**src/rtl/moving_average_filter_if.sv**
```systemverilog
// moving_average_filter_if: sample strobe/data in, filtered data and status pulses out.
interface moving_average_filter_if #(
   parameter int WIDTH         = 16,
   parameter int CHANNELS      = 2,
   parameter int LOG_DEPTH_MAX = 3
);
   localparam int SW_W = $clog2(LOG_DEPTH_MAX + 1);
   logic [SW_W-1:0]           SW;
   logic                      data_update;
   logic [CHANNELS*WIDTH-1:0] data_in;
   logic [CHANNELS*WIDTH-1:0] filter_out;
   logic                      out_valid;
   logic                      overrun;
   modport master (output SW, data_update, data_in, input filter_out, out_valid, overrun);
   modport slave  (input SW, data_update, data_in, output filter_out, out_valid, overrun);
endinterface

```
**src/rtl/moving_average_filter.sv**
```systemverilog
// moving_average_filter: per-channel boxcar average over 2^SW samples.
// MAF_PRIME_EN: first sample after reset or flush fills the whole window.
module moving_average_filter #(
   parameter int WIDTH         = 16,
   parameter int CHANNELS      = 2,
   parameter int LOG_DEPTH_MAX = 3
) (
   input logic                    CLOCK_50,
   input logic                    reset_n,
   moving_average_filter_if.slave bus
);
   localparam int SW_W = $clog2(LOG_DEPTH_MAX + 1);
   localparam int S    = WIDTH + LOG_DEPTH_MAX;
   localparam int CW   = CHANNELS > 1 ? $clog2(CHANNELS) : 1;
   localparam int N    = 1 << LOG_DEPTH_MAX;
   typedef enum logic [1:0] {IDLE, CAPTURE, CALC, DONE} state_t;
   state_t                    state_q, state_d;
   logic [2:0]                sync_q, sync_d;
   logic [CW-1:0]             ch_q, ch_d;
   logic [LOG_DEPTH_MAX-1:0]  wr_ptr_q, wr_ptr_d, rd_idx;
   logic [SW_W-1:0]           sw_q, sw_d, sh;
   logic [CHANNELS*WIDTH-1:0] data_q, data_d, out_q, out_d;
   logic signed [S-1:0]       sum_q [CHANNELS];
   logic signed [S-1:0]       sum_d [CHANNELS];
   logic [WIDTH-1:0]          buf_q [CHANNELS][N];
   logic [WIDTH-1:0]          buf_d [CHANNELS][N];
   logic                      out_valid_q, out_valid_d, overrun_q, overrun_d;
   logic                      evt, prime;
   logic [WIDTH-1:0]          new_s, old_s;
   logic signed [S-1:0]       new_x, old_x;
`ifdef MAF_PRIME_EN
   logic empty_q, empty_d;
   assign prime = empty_q;
`else
   assign prime = 1'b0;
`endif
   assign evt   = sync_q[1] & ~sync_q[2];
   assign sh    = sw_q > SW_W'(LOG_DEPTH_MAX) ? SW_W'(LOG_DEPTH_MAX) : sw_q;
   // Slot written D samples ago; for D = 2^LOG_DEPTH_MAX this is the slot about to be overwritten.
   assign rd_idx = wr_ptr_q - LOG_DEPTH_MAX'(1 << sh);
   assign new_s  = data_q[int'(ch_q)*WIDTH +: WIDTH];
   assign old_s  = buf_q[ch_q][rd_idx];
   assign new_x  = {{LOG_DEPTH_MAX{new_s[WIDTH-1]}}, new_s};
   assign old_x  = {{LOG_DEPTH_MAX{old_s[WIDTH-1]}}, old_s};
   assign bus.filter_out = out_q;
   assign bus.out_valid  = out_valid_q;
   assign bus.overrun    = overrun_q;
   always_comb begin
      state_d     = state_q;
      sync_d      = {sync_q[1:0], bus.data_update};
      ch_d        = ch_q;
      wr_ptr_d    = wr_ptr_q;
      sw_d        = sw_q;
      data_d      = data_q;
      out_d       = out_q;
      sum_d       = sum_q;
      buf_d       = buf_q;
      out_valid_d = 1'b0;
      overrun_d   = evt && state_q != IDLE;
`ifdef MAF_PRIME_EN
      empty_d     = empty_q;
`endif
      case (state_q)
         IDLE: state_d = evt ? CAPTURE : IDLE;
         CAPTURE: begin
            data_d  = bus.data_in;
            sw_d    = bus.SW;
            ch_d    = '0;
            state_d = CALC;
            if (bus.SW != sw_q) begin
               sum_d    = '{default: '0};
               buf_d    = '{default: '0};
               wr_ptr_d = '0;
`ifdef MAF_PRIME_EN
               empty_d  = 1'b1;
`endif
            end
         end
         CALC: begin
            if (prime) begin
               sum_d[ch_q] = new_x <<< sh;
               for (int i = 0; i < N; i++) buf_d[ch_q][i] = new_s;
            end else begin
               sum_d[ch_q] = sum_q[ch_q] + new_x - old_x;
               buf_d[ch_q][wr_ptr_q] = new_s;
            end
            ch_d    = ch_q + 1'b1;
            state_d = ch_q == CW'(CHANNELS - 1) ? DONE : CALC;
         end
         default: begin
            for (int k = 0; k < CHANNELS; k++) out_d[k*WIDTH +: WIDTH] = WIDTH'(sum_q[k] >>> sh);
            out_valid_d = 1'b1;
            wr_ptr_d    = wr_ptr_q + 1'b1;
            state_d     = IDLE;
`ifdef MAF_PRIME_EN
            empty_d     = 1'b0;
`endif
         end
      endcase
   end
   always_ff @(posedge CLOCK_50 or negedge reset_n) begin
      if (!reset_n) begin
         state_q     <= IDLE;
         sync_q      <= '0;
         ch_q        <= '0;
         wr_ptr_q    <= '0;
         sw_q        <= '0;
         data_q      <= '0;
         out_q       <= '0;
         sum_q       <= '{default: '0};
         buf_q       <= '{default: '0};
         out_valid_q <= 1'b0;
         overrun_q   <= 1'b0;
`ifdef MAF_PRIME_EN
         empty_q     <= 1'b1;
`endif
      end else begin
         state_q     <= state_d;
         sync_q      <= sync_d;
         ch_q        <= ch_d;
         wr_ptr_q    <= wr_ptr_d;
         sw_q        <= sw_d;
         data_q      <= data_d;
         out_q       <= out_d;
         sum_q       <= sum_d;
         buf_q       <= buf_d;
         out_valid_q <= out_valid_d;
         overrun_q   <= overrun_d;
`ifdef MAF_PRIME_EN
         empty_q     <= empty_d;
`endif
      end
   end
endmodule

```
**src/flat_wrapper.sv**
```systemverilog
// flat-port wrapper written by rule: the top's interface ports become plain ports
module moving_average_filter_flat 
#(
   parameter int WIDTH         = 16,
   parameter int CHANNELS      = 2,
   parameter int LOG_DEPTH_MAX = 3
)
  (CLOCK_50, reset_n, bus_SW, bus_data_update, bus_data_in, bus_filter_out, bus_out_valid, bus_overrun);
  moving_average_filter_if #(.WIDTH(WIDTH), .CHANNELS(CHANNELS), .LOG_DEPTH_MAX(LOG_DEPTH_MAX)) bus_i ();
  input logic CLOCK_50;
  input logic reset_n;
  input wire logic [$bits(bus_i.SW)-1:0] bus_SW;
  input wire logic [$bits(bus_i.data_update)-1:0] bus_data_update;
  input wire logic [$bits(bus_i.data_in)-1:0] bus_data_in;
  output wire logic [$bits(bus_i.filter_out)-1:0] bus_filter_out;
  output wire logic [$bits(bus_i.out_valid)-1:0] bus_out_valid;
  output wire logic [$bits(bus_i.overrun)-1:0] bus_overrun;
  assign bus_i.SW = bus_SW;
  assign bus_i.data_update = bus_data_update;
  assign bus_i.data_in = bus_data_in;
  assign bus_filter_out = bus_i.filter_out;
  assign bus_out_valid = bus_i.out_valid;
  assign bus_overrun = bus_i.overrun;
  moving_average_filter #(.WIDTH(WIDTH), .CHANNELS(CHANNELS), .LOG_DEPTH_MAX(LOG_DEPTH_MAX)) u_core (.CLOCK_50(CLOCK_50), .reset_n(reset_n), .bus(bus_i));
endmodule
```
**config.mk**
```make
export PLATFORM = sky130hd
export DESIGN_NAME = moving_average_filter_flat
export DESIGN_NICKNAME = d
export VERILOG_FILES = /design/src/rtl/moving_average_filter_if.sv /design/src/rtl/moving_average_filter.sv /design/src/flat_wrapper.sv
export SDC_FILE = /design/constraint.sdc
export NUM_CORES = 1
export LEC_CHECK = 0
export CAP_MARGIN = 20
export CORE_UTILIZATION = 48
export CTS_CLUSTER_DIAMETER = 60
export DETAILED_ROUTE_END_ITERATION = 10
export PLACE_DENSITY = 0.72
export SYNTH_ARGS = -nofsm -noshare
export SYNTH_HDL_FRONTEND = slang
export SYNTH_SLANG_ARGS = --single-unit
```
**constraint.sdc**
```tcl
create_clock -name CLOCK_50 -period 5.9 [get_ports CLOCK_50]
set_input_delay 1.18 -clock CLOCK_50 [delete_from_list [all_inputs] [get_ports CLOCK_50]]
set_output_delay 1.18 -clock CLOCK_50 [all_outputs]
set_load 0.02 [all_outputs]
```
Word level (Yosys, flattened, before mapping)

Cells that the tools add are included.

$add $sub $neg: 5
Order comparisons: 6
Shifts and indexed selects: 4
Bitwise gates (word level): 6
Muxes and demuxes: 29
Eq/ne operators: 4
Reduce and logical (&&, ||, !) cells: 10

Operators with widths:

| kind               | number |
|---|---|
| $mux 128           | 4 |
| $pmux 256 s2       | 1 |
| $bwmux 256         | 1 |
| $mux 256           | 1 |
| $demux 128 s1      | 1 |
| $mux 19            | 4 |
| $pmux 38 s2        | 1 |
| $bmux 16 s3        | 1 |
| $demux 16 s3       | 1 |
| $mux 16            | 3 |
| $bwmux 38          | 1 |
| $mux 38            | 1 |
| $sshr 19x2->16     | 2 |
| $shiftx 32x6->16   | 1 |
| $add 19x16->19     | 1 |
| $demux 19 s1       | 1 |
| $sub 19x16->19     | 1 |
| $ge 4x4->1 const B | 2 |
| $not 3->4          | 2 |
| $pmux 2 s3         | 1 |
| $pmux 3 s2         | 1 |
| $lt 4x1->1 const B | 1 |
| $reduce_and 2->1   | 2 |
| $reduce_bool 2->1  | 2 |
| 22 further kinds   | 27 |

Output and inout port bits: 34
Bits of input ports: 37
Bits in registers: 371
Logic and storage cells: 91

Logic depth before layout (Yosys ltp)

Gate-level depths: netlist of run 1.

Depth after elaboration: 11
Mapped depth: 21
Mapped depth without buffers: 18

Least setup slack after synthesis of run 1

No wires, ideal clock.

Path kind: flip-flop to flip-flop
From: register u_core.sw_q[0]
To: register u_core.sum_q[16] in the netlist's numbering
Stages on the path, launching flop included: 22
Path slack: 493 ps
Data required time: 5768 ps
Path buffers: 4
Clock period less this slack: 5407 ps
Library setup time: 132 ps
Data arrival time: 5276 ps
Cell sequence: dfrtp_1 buf_4 buf_1 nor2_1 ha_1 inv_1 fa_1 xor2_4 xnor2_4 buf_2 mux4_2 fa_1 inv_1 ha_1 clkbuf_1 nand3_1 or4_1 a31oi_1 nand2_1 mux2i_1 a221oi_1 o21ai_0

Word-level cells in the longest chain between the ends: 11
Elaborated cells between the ends (all ways): 14
Those cells by class: add/sub: 2; order compare: 1; eq/ne: 2; shift: 1; mux: 6; bitwise: 1; reduce/logical: 1

RTL lines:

| what                                        | RTL line                     | source |
|---|---|---|
| start: declaration                          | moving_average_filter.sv:21  | `logic [SW_W-1:0] sw_q, sw_d, sh;` |
| start signal: assignment                    | moving_average_filter.sv:122 | `sw_q <= sw_d;` |
| $gt 2x2->1                                  | moving_average_filter.sv:38  | `assign sh = sw_q > SW_W'(LOG_DEPTH_MAX) ? SW_W'(LOG_DEPTH_MAX) : sw_q;` |
| $mux 2                                      | moving_average_filter.sv:38  |  |
| $shl 1x2->3                                 | moving_average_filter.sv:40  | `assign rd_idx = wr_ptr_q - LOG_DEPTH_MAX'(1 << sh);` |
| $sub 3x3->3                                 | moving_average_filter.sv:40  |  |
| $not 3->4 (not written as such)             | moving_average_filter.sv:42  | `assign old_s = buf_q[ch_q][rd_idx];` |
| $bmux 16 s3                                 | moving_average_filter.sv:42  |  |
| $mux 16 (not written as such) (2 in series) | moving_average_filter.sv:42  |  |
| $sub 19x16->19                              | moving_average_filter.sv:84  | `sum_d[ch_q] = sum_q[ch_q] + new_x - old_x;` |
| $bwmux 38                                   | moving_average_filter.sv:84  |  |
| $pmux 38 s2                                 | moving_average_filter.sv:63  | `case (state_q)` |
| end signal: assignment                      | moving_average_filter.sv:125 | `sum_q <= sum_d;` |
| end: declaration                            | moving_average_filter.sv:23  | `logic signed [S-1:0] sum_q [CHANNELS];` |

Several ways; a longest one is shown, not always the timed one. The select of a mux whose other input is x is not followed.
A chain may end at the register's enable or synchronous reset.

Final worst setup path of run 1

From: register u_core.wr_ptr_q[0]
To: register u_core.sum_q[35] in the netlist's numbering

Word-level cells in the longest chain between the ends: 8

RTL lines:

| what                                        | RTL line                     | source |
|---|---|---|
| start: declaration                          | moving_average_filter.sv:20  | `logic [LOG_DEPTH_MAX-1:0] wr_ptr_q, wr_ptr_d, rd_idx;` |
| start signal: assignment                    | moving_average_filter.sv:121 | `wr_ptr_q <= wr_ptr_d;` |
| $sub 3x3->3                                 | moving_average_filter.sv:40  |  |
| $not 3->4 (not written as such)             | moving_average_filter.sv:42  |  |
| $bmux 16 s3                                 | moving_average_filter.sv:42  |  |
| $mux 16 (not written as such) (2 in series) | moving_average_filter.sv:42  |  |
| $sub 19x16->19                              | moving_average_filter.sv:84  |  |
| $bwmux 38                                   | moving_average_filter.sv:84  |  |
| $pmux 38 s2                                 | moving_average_filter.sv:63  |  |

No other way between the ends. The select of a mux whose other input is x is not followed.

==> results.cfg, run 1 <==
[finish]
nets = 1418
drive_gt1_share_pct = 23.5
syn2layout_area_growth_pct = 15.1
stdcell_area_um2 = 20700
n_antenna_cell = 0
final_cells = 1834
fillers = 2801

[detailed_routing]
vias_per_cell = 6.43
vias = 11800
met1_length_um = 19000
route.top_layer_used = met4
met2_length_um = 20500
drc = 0
ant_nets = 0
wl_met3_um = 2410
routed_wirelength_um = 42900
initialDrtViolationCount = 773
drt-pass1-iter-count = 6
wl_per_cell_um = 23.4

[grt]
grt-ovfl-total = 0
antenna_found_initial = 0
grt_max_degree = 135
grtUsageTotal_pct = 23.2
grt_pass1_wl_um = 69700
grt_pass1_vias = 12200

[clock_tree]
cts_made_buffers = 40
root_buffer = clkbuf_16
clk_latency_ns = 0.54
cts_sinks = 371
cts_tree = built
cts_resized = 0
hold_buffers = 0
clk_pin_slew_ns = 0.06
clockBufferDepth = 3
cts_post_setup_buffers_inserted = 0
cts_htree_levels = 2

[place]
place_hpwl_um = 29400
io_buffers = 70
dpl.cell_count = 1753
gp_congestion = 0.878
dpl_cell_area_um2 = 19200

[sta]
fmax_ghz = 0.182
post-route-min-period_ns = 5.48
tightest_slew_ns = 1.12
hold_viol = 0
max-slew-margin-rel_pct = 25.3
slew_violations = 0
final.setup.tns_ns = 0
post-route-period-util_pct = 92.9
fin_skew_ns = 0.0145
rsz0062_at_grt = false
setup_viol = 0

[floorplanning]
start_util_pct = 48.9
pin_count = 71
dieWidth_um = 195
die_area_um2 = 38200
core_um2 = 36700
core.rowCount = 70
die_y_um = 195

[outcome]
status = completed

[job]
maxCapViolations = 0

[worst_setup_path]
criticalPathCategory = flop to flop
worstSetupEndpointType = flop
required_ns = 6.31
setup.worst_path.start_class = flop
cp.arrival_ns = 5.89
path_max_fanout = 12

[yosys]
synth_nets = 1348
yosysMostFrequentCell = dfrtp_1
synth_edf_count = 0
synth.area.top_cells = dfrtp_1 52%, a22o_1 14%, mux4_2 14%
ys_async_sr_fraction_pct = 100
ys_top_cells_by_count = 371 x dfrtp_1, 286 x a22o_1, 110 x mux4_2
avgSynthCellArea_um2 = 14.2
synth_seq_cells = 371
netlist_area_um2 = 17900
ys.flop_type = dfrtp_1
synth_area_leader_cell = dfrtp_1
synth_top_area_share_pct = 51.7
synthDistinctLibCells = 51
syn-instance-count = 1267
synth_seq_area_share_pct = 51.7
synth_warnings = 0

[hold_path]
hold_path_class = flop to flop
==> worst paths after layout <==
| path | from | end | slack [ns] | cells past startpoint |
|---|---|---|---|---|
| hold / removal | u_core.sync_q[0] | u_core.sync_q[1] | 0.34 | 0 |
| setup reg to reg | u_core.wr_ptr_q[0] | u_core.sum_q[35] | 0.42 | 17 |
| hold reg to reg | u_core.sync_q[0] | u_core.sync_q[1] | 0.34 | 0 |
| setup / recovery | u_core.wr_ptr_q[0] | u_core.sum_q[35] | 0.42 | 17 |
| max in group asynchronous | reset_n | u_core.sum_q[27] | 3.88 | 2 |
| min in group asynchronous | reset_n | u_core.bus.overrun | 0.70 | 1 |
==> metrics by stage <==
| stage | hold WS [ns] | utilization, % | setup slack, ns |
|---|---|---|---|
| final | 0.345 | 56.3 | 0.418 |
| after CTS | 0.350 | 56.1 | 0.462 |
| after detailed placement | 0.340 | 52.4 | 0.461 |
| after global placement | 0.335 | 52.2 | 0.627 |
| after global routing | 0.365 | 56.3 | 0.145 |
| after floorplan | 0.331 | - | 0.493 |
==> per-layer routing <==
metal | vias up | track usage, %
met1 | 6288 | 32.7
met2 | 380 | 37.0
met4 | 0 | 6.94
met5 | - | 0
li1 | 5044 | -
met3 | 82 | 4.06
==> placed cells by master, fill, tap and decap left out, types with 28 or more instances in the layout <==
cell / Yosys / routed
inv_1: 46 / 46
clkbuf_16: 0 / 41
mux4_2: 110 / 110
mux2i_1: 34 / 34
dfrtp_1: 371 / 369
a22o_1: 286 / 286
nand2_1: 28 / 28
buf_4: 3 / 55
clkdlybuf4s50_1: 0 / 69
mux2_2: 68 / 68
nor2_1: 38 / 38
==> critical path, stage by stage, from the launching register on <==
cell and delay [ns]:
dfrtp_1 0.51, inv_1 0.14, ha_2 0.17, inv_1 0.05, fa_1 0.46, xor2_4 0.20, xnor2_4 0.54, mux4_1 0.66
fa_1 0.50, inv_1 0.05, ha_1 0.33, o21ai_0 0.18, or4_1 0.58, a31oi_1 0.33, nand2_1 0.16, mux2i_1 0.14
a221oi_1 0.25, o21ai_0 0.11
==> registers in the layout, indices dropped and copies added (netlist names) <==
signal	flops
u_core.bus.filter_out	32
u_core.buf_q	256
u_core.state_q	2
u_core.sw_q	2
u_core.ch_q	1
u_core.bus.overrun	1
u_core.wr_ptr_q	3
u_core.sum_q	38
u_core.sync_q	3
u_core.bus.out_valid	1
u_core.data_q	32
==> kinds of logic (layout without fill, tap and decap cells) <==
group / after synthesis / in the layout / synth area share (%)
flops: 371 / 371 / 51.7
xor+xnor: 20 / 20 / 1.23
mux: 214 / 214 / 20.3
simple gates: 104 / 104 / 2.73
buf+inv: 149 / 248 / 3.56
compound gates: 365 / 365 / 16.6
fa+ha+maj: 44 / 44 / 3.86
==> final cells by class <==
cell class,count,area [µm²],share of cell area [%]
clock inverter,13,159,0.769
clock buffer,58,1200,5.81
multi-input combinational,747,8040,38.9
timing repair buffer,130,1200,5.82
inverter,47,176,0.854
sequential,371,9290,45.0
tap,468,586,2.84
Power of run 1 is not shown: default switching activity piles up to over one toggle a cycle in this logic, so the estimate is an artifact.
==> run 2, diff against run 1 <==
- GPL_ROUTABILITY_DRIVEN: unset -> 1
==> results of run 2 <==
Final layout, timing and power as in run 1 (identical DEF).
Power of run 2 is left out for the same reason.
==> run 3, diff against run 2 <==
- GPL_ROUTABILITY_DRIVEN: 1 -> unset
==> results of run 3 <==
Final layout, timing and power as in run 1 (identical DEF).
Power of run 3 is left out for the same reason.
